<file path="src/rtl/sdram_arb_pkg.sv">
// Shared definitions for the SDRAM access arbiter: FSM encoding, default
// parameter values and a small counter helper.
package sdram_arb_pkg;

    typedef enum logic [1:0] {
        ST_IDLE    = 2'd0,
        ST_WRITE   = 2'd1,
        ST_READ    = 2'd2,
        ST_RD_WAIT = 2'd3
    } arb_state_e;

    localparam int unsigned ADDR_W_DEF     = 24;
    localparam int unsigned DATA_W_DEF     = 32;
    localparam int unsigned STARVE_MAX_DEF = 8;
    localparam int unsigned RD_TIMEOUT_DEF = 255;

    // 16-bit accepted-write counter advance, wrapping 0xFFFF -> 0.
    function automatic logic [15:0] wrap_inc16(input logic [15:0] value);
        return value + 16'd1;
    endfunction

endpackage

</file>
<file path="src/rtl/sync_rise_detect.sv">
// Two-flop synchroniser for an asynchronous level, followed by a one-cycle
// pulse on each synchronised rising edge.
module sync_rise_detect (
    input  logic clk_i,
    input  logic rst_n_i,
    input  logic async_i,
    output logic rise_o
);

    logic meta_q;
    logic sync_q;
    logic prev_q;

    // Synchroniser chain plus one delayed copy for edge detection
    always_ff @(posedge clk_i) begin
        if (!rst_n_i) begin
            meta_q <= 1'b0;
            sync_q <= 1'b0;
            prev_q <= 1'b0;
        end else begin
            meta_q <= async_i;
            sync_q <= meta_q;
            prev_q <= sync_q;
        end
    end

    assign rise_o = sync_q & ~prev_q;

endmodule

</file>
<file path="src/rtl/sdram_access_arbiter.sv">
// Arbitrates one SDRAM controller port between the I2C write path and the
// display read-back path, with starvation guard, read timeout and FINISH status.
module sdram_access_arbiter
    import sdram_arb_pkg::*;
#(
    parameter int unsigned ADDR_W     = ADDR_W_DEF,
    parameter int unsigned DATA_W     = DATA_W_DEF,
    parameter int unsigned STARVE_MAX = STARVE_MAX_DEF,
    parameter int unsigned RD_TIMEOUT = RD_TIMEOUT_DEF
) (
    input  logic              MAX10_CLK1_50,
    input  logic              RESET_N,
    input  logic              WR_REQ,
    input  logic [ADDR_W-1:0] WR_ADDR,
    input  logic [DATA_W-1:0] WR_DATA,
    output logic              WR_ACK,
    input  logic              RD_REQ,
    input  logic [ADDR_W-1:0] RD_ADDR,
    output logic              RD_ACK,
    output logic [DATA_W-1:0] RD_DATA,
    output logic              RD_VALID,
    output logic              RD_ERR,
    output logic [ADDR_W-1:0] MEM_ADDR,
    output logic              MEM_WRITE,
    output logic              MEM_READ,
    output logic [DATA_W-1:0] MEM_WDATA,
    input  logic              MEM_WAITREQ,
    input  logic [DATA_W-1:0] MEM_RDATA,
    input  logic              MEM_RDVALID,
    input  logic              FINISH,
    output logic [15:0]       WR_COUNT,
    output logic              WRITE_DONE,
    output logic              BUSY
);

    localparam int STARVE_W = $clog2(STARVE_MAX + 1);
    localparam int TMO_W    = $clog2(RD_TIMEOUT + 1);

    arb_state_e          state_q,      state_d;
    logic [ADDR_W-1:0]   addr_q,       addr_d;
    logic [DATA_W-1:0]   wdata_q,      wdata_d;
    logic [DATA_W-1:0]   rd_data_q,    rd_data_d;
    logic                mem_write_q,  mem_write_d;
    logic                mem_read_q,   mem_read_d;
    logic                wr_ack_q,     wr_ack_d;
    logic                rd_ack_q,     rd_ack_d;
    logic                rd_valid_q,   rd_valid_d;
    logic                rd_err_q,     rd_err_d;
    logic [15:0]         wr_count_q,   wr_count_d;
    logic                write_done_q, write_done_d;
    logic                busy_q,       busy_d;
    logic [STARVE_W-1:0] starve_q,     starve_d;
    logic [TMO_W-1:0]    tmo_q,        tmo_d;
    logic                finish_rise_s;

    sync_rise_detect u_finish_sync (
        .clk_i   (MAX10_CLK1_50),
        .rst_n_i (RESET_N),
        .async_i (FINISH),
        .rise_o  (finish_rise_s)
    );

    // Next-state and next-output logic for the access sequencer
    always_comb begin
        state_d      = state_q;
        addr_d       = addr_q;
        wdata_d      = wdata_q;
        rd_data_d    = rd_data_q;
        mem_write_d  = 1'b0;
        mem_read_d   = 1'b0;
        wr_ack_d     = 1'b0;
        rd_ack_d     = 1'b0;
        rd_valid_d   = 1'b0;
        rd_err_d     = 1'b0;
        wr_count_d   = wr_count_q;
        starve_d     = starve_q;
        tmo_d        = tmo_q;
        write_done_d = write_done_q | finish_rise_s;

        case (state_q)
            ST_IDLE: begin
                // No grant while an ACK is out: the acked REQ is stale, and holding
                // off the other side keeps the write:read ratio at STARVE_MAX:1.
                if (!wr_ack_q && !rd_ack_q && (WR_REQ || RD_REQ)) begin
                    if (RD_REQ && (!WR_REQ || (starve_q == STARVE_W'(STARVE_MAX)))) begin
                        state_d    = ST_READ;
                        addr_d     = RD_ADDR;
                        mem_read_d = 1'b1;
                        starve_d   = '0;
                    end else begin
                        state_d     = ST_WRITE;
                        addr_d      = WR_ADDR;
                        wdata_d     = WR_DATA;
                        mem_write_d = 1'b1;
                        if (RD_REQ && (starve_q != STARVE_W'(STARVE_MAX))) begin
                            starve_d = starve_q + STARVE_W'(1);
                        end else begin
                            starve_d = starve_q;
                        end
                    end
                end else begin
                    state_d = ST_IDLE;
                end
            end
            ST_WRITE: begin
                if (!MEM_WAITREQ) begin
                    wr_ack_d   = 1'b1;
                    wr_count_d = wrap_inc16(wr_count_q);
                    state_d    = ST_IDLE;
                end else begin
                    mem_write_d = 1'b1;
                end
            end
            ST_READ: begin
                if (!MEM_WAITREQ) begin
                    rd_ack_d = 1'b1;
                    tmo_d    = '0;
                    state_d  = ST_RD_WAIT;
                end else begin
                    mem_read_d = 1'b1;
                end
            end
            ST_RD_WAIT: begin
                if (MEM_RDVALID) begin
                    rd_data_d  = MEM_RDATA;
                    rd_valid_d = 1'b1;
                    state_d    = ST_IDLE;
                end else if (tmo_q == TMO_W'(RD_TIMEOUT - 1)) begin
                    rd_err_d = 1'b1;
                    state_d  = ST_IDLE;
                end else begin
                    tmo_d = tmo_q + TMO_W'(1);
                end
            end
            default: begin
                state_d = ST_IDLE;
            end
        endcase

        busy_d = (state_d != ST_IDLE);
    end

    // State and output registers with synchronous active-low reset
    always_ff @(posedge MAX10_CLK1_50) begin
        if (!RESET_N) begin
            state_q      <= ST_IDLE;
            addr_q       <= '0;
            wdata_q      <= '0;
            rd_data_q    <= '0;
            mem_write_q  <= 1'b0;
            mem_read_q   <= 1'b0;
            wr_ack_q     <= 1'b0;
            rd_ack_q     <= 1'b0;
            rd_valid_q   <= 1'b0;
            rd_err_q     <= 1'b0;
            wr_count_q   <= 16'd0;
            write_done_q <= 1'b0;
            busy_q       <= 1'b0;
            starve_q     <= '0;
            tmo_q        <= '0;
        end else begin
            state_q      <= state_d;
            addr_q       <= addr_d;
            wdata_q      <= wdata_d;
            rd_data_q    <= rd_data_d;
            mem_write_q  <= mem_write_d;
            mem_read_q   <= mem_read_d;
            wr_ack_q     <= wr_ack_d;
            rd_ack_q     <= rd_ack_d;
            rd_valid_q   <= rd_valid_d;
            rd_err_q     <= rd_err_d;
            wr_count_q   <= wr_count_d;
            write_done_q <= write_done_d;
            busy_q       <= busy_d;
            starve_q     <= starve_d;
            tmo_q        <= tmo_d;
        end
    end

    assign WR_ACK     = wr_ack_q;
    assign RD_ACK     = rd_ack_q;
    assign RD_DATA    = rd_data_q;
    assign RD_VALID   = rd_valid_q;
    assign RD_ERR     = rd_err_q;
    assign MEM_ADDR   = addr_q;
    assign MEM_WRITE  = mem_write_q;
    assign MEM_READ   = mem_read_q;
    assign MEM_WDATA  = wdata_q;
    assign WR_COUNT   = wr_count_q;
    assign WRITE_DONE = write_done_q;
    assign BUSY       = busy_q;

endmodule
</file>
<file path="config.mk">
export PLATFORM = sky130hd
export DESIGN_NAME = sdram_access_arbiter
export DESIGN_NICKNAME = d
export VERILOG_FILES = /design/src/rtl/sdram_arb_pkg.sv /design/src/rtl/sync_rise_detect.sv /design/src/rtl/sdram_access_arbiter.sv
export SDC_FILE = /design/constraint.sdc
export NUM_CORES = 1
export LEC_CHECK = 0
export CAP_MARGIN = 25
export CORE_AREA = 4 4 132 109
export CTS_BUF_LIST = sky130_fd_sc_hd__clkbuf_2
export DETAILED_ROUTE_END_ITERATION = 10
export DIE_AREA = 0 0 136 113
export GPL_ROUTABILITY_DRIVEN = 0
export PLACE_DENSITY_LB_ADDON = 0.12
export SYNTH_ARGS = -nofsm -noshare
export SYNTH_HDL_FRONTEND = slang
export SYNTH_HIERARCHICAL = 1
export SYNTH_SLANG_ARGS = --single-unit
</file>
<file path="constraint.sdc">
create_clock -name MAX10_CLK1_50 -period 2.5 [get_ports MAX10_CLK1_50]
set_clock_uncertainty 0.05 [all_clocks]
set_input_delay 0.375 -clock MAX10_CLK1_50 [delete_from_list [all_inputs] [get_ports MAX10_CLK1_50]]
set_output_delay 0.375 -clock MAX10_CLK1_50 [all_outputs]
set_load 0.02 [all_outputs]
</file>
==> impl_metrics.json <==
{
  "ys_warn_count": 6,
  "cts.sinks": 129,
  "wl_per_cell_um": 15.49,
  "grt.overflow.total": 0,
  "layout.cells.non_filler": 1014,
  "setup-violations-final": 0,
  "syn_area_per_cell_um2": 8.566,
  "hold_class": "in2reg",
  "min_period_ns": 2.224,
  "leakage_uw": 0.002703,
  "clkTransAtPathRegs_ns": 0.19,
  "crit_type": "reg2out",
  "path_max_fanout": 7,
  "drive_above_1_share": 0.09592,
  "num_vias": 5104,
  "crit_slowest_cell": "clkdlybuf4s50_1",
  "relSlewSlack": 0.6353,
  "yosys.cell_types.count": 51,
  "grtUsageTotal": 0.2026,
  "cts.path.max_buffers": 2,
  "cts_setup_buffers": 0,
  "required_ns": 2.08,
  "power_switching_uw": 1293,
  "cts_root_buffer": "clkbuf_2",
  "crit_family": "buffers and inverters",
  "io_buffers": 230,
  "hpwlAfterDp_um": 11430,
  "rsz0062_at_grt": "false",
  "antenna_found_initial": 1,
  "seq_power_share": 0.512,
  "status": "finished clean",
  "syn_nets": 722,
  "clock_latency_ns": 0.67,
  "drc": 0,
  "worstMarginPinSlew_ns": 0.5425,
  "synth-edff-count": 0,
  "syn_inst": 598,
  "dieArea_um2": 15370,
  "die_h_um": 113,
  "row_count": 38,
  "diodes": 0,
  "netSwitchingFraction": 0.2964,
  "clock_power_share": 0.275,
  "initial_core_util": 0.3889,
  "maxCapViolCount": 0,
  "synthTopCellsByArea": "dfxtp_1, nand2_1, a21oi_1",
  "vias_per_cell": 5.034,
  "ir_drop_v": 0.0003772,
  "pwr-share-comb": 0.213,
  "pwr_density_cell_nw_per_um2": 556.7,
  "start_kind": "flip-flop",
  "drtIter0Drc": 225,
  "holdWs_ns": 0.1760,
  "core_um2": 13170,
  "antenna_left": 0,
  "max_freq_mhz": 449.6,
  "critPathCaptureType": "primary output",
  "synth_top_area_cell": "dfxtp_1",
  "syn-cell-area_um2": 5122,
  "synth_ff_type": "dfxtp_1",
  "htreeDepth": 4,
  "post_cts_resized": 0,
  "finalHoldViolCount": 0,
  "synth_common_cells": "nand2_1, dfxtp_1, a21oi_1, clkbuf_1, a22oi_2",
  "ys_seq_area_frac": 0.5042,
  "cts_tree": "yes",
  "grt_max_degree": 67,
  "path_cells": "clkdlybuf4s50_1",
  "wirelength_um": 15710,
  "synth.most_common_cell": "nand2_1",
  "fin_setup_tns_ns": 0,
  "dp_cells": 982,
  "grt_pass1_wl_um": 24920,
  "async_flop_share": 0,
  "cp.arrival_ns": 1.80,
  "slew_viol_final": 0,
  "crit_path_max_incr_delay_ns": 0.65,
  "grt_pass1_vias": 5098,
  "postCtsHoldBufs": 0,
  "yosysTopAreaCellShare": 0.5042,
  "numCtsBuffers": 17,
  "finalPower_uw": 4361,
  "p_int_uw": 3069,
  "first_pass_iters": 4,
  "die_w_um": 136,
  "pin_count": 231,
  "synth-seq-cells": 129,
  "final_nets": 945,
  "period_share": 0.8898,
  "critPathBufInv": 1,
  "area.growth.synth_to_final_pct": 52.93
}
## stage by stage
step	util	worst slack, ns	instance area (µm²)
2_1_floorplan	-	0.5694	5122
3_3_place_gp	0.5787	0.3084	7621
3_5_place_dp	0.5787	0.2773	7621
4_1_cts	0.5948	0.1871	7834
5_1_grt	0.5948	0.1080	7834
6_report	0.5948	0.2756	7834
## power by group through the flow
stage	Combinational (µW)	Clock (µW)	Sequential, µW
after detailed placement	936	0	2270
after global placement	925	0	2270
after floorplan	339	0	2380
after global routing	1000	1340	2250
final	930	1200	2230
after CTS	941	1240	2230
## metal layers
metal	wire, µm	global-route usage	part of all wire	vias up
met2	7618	0.3312	0.49	173
met1	6200	0.2307	0.39	2394
li1	-	-	-	2501
met5	13	0	0.00083	-
met4	426	0.08395	0.027	2
met3	1446	0.09067	0.092	34
## placed cells by master, fill, tap and decap left out, types with 8 or more instances in the layout
cell             count
nand3_1             10
nor2_1              17
dfxtp_1            129
or3_1                9
inv_1                8
nand4_1             12
o21ai_0             11
clkbuf_2            18
a22oi_2             18
clkdlybuf4s50_1    230
buf_4               11
nand2_1            161
a21oi_2             10
a21oi_1             97
## cells by family after synthesis
group	share of synthesized area
simple gates	0.2218
compound gates	0.2032
xor+xnor	0.01539
mux	0.001954
flops	0.5042
fa+ha+maj	0.01221
buf+inv	0.04128
## path summary, 6_finish.rpt
kind / start / endpoint / slack, ns / cells past startpoint
hold / removal: WR_DATA[2] / MEM_WDATA[2] / 0.18 / 3
hold reg to reg: u_finish_sync/meta_q / u_finish_sync/sync_q / 0.41 / 1
setup reg to reg: tmo_q[0] / tmo_q[3] / 0.37 / 6
setup / recovery: WR_COUNT[11] / WR_COUNT[11] / 0.28 / 1
## state kept, by name (all words and copies together), names as in the netlist
name                  count
WR_COUNT                 16
WRITE_DONE                1
BUSY                      1
u_finish_sync/meta_q      1
state_q                   2
RD_VALID                  1
MEM_READ                  1
MEM_WDATA                32
WR_ACK                    1
starve_q                  4
RD_DATA                  32
tmo_q                     8
u_finish_sync/sync_q      1
u_finish_sync/prev_q      1
MEM_WRITE                 1
RD_ERR                    1
RD_ACK                    1
MEM_ADDR                 24
## area by class of cell
type | count | area (µm²)
Fill cell | 1212 | 5336
Sequential cell | 129 | 2582
Timing Repair Buffer | 244 | 2445
Multi-Input combinational cell | 420 | 2333
Tap cell | 180 | 225.2
Clock inverter | 14 | 122.6
Clock buffer | 18 | 90.09
Inverter | 9 | 35.03
Note: power is estimated with default switching activity, not from simulation.
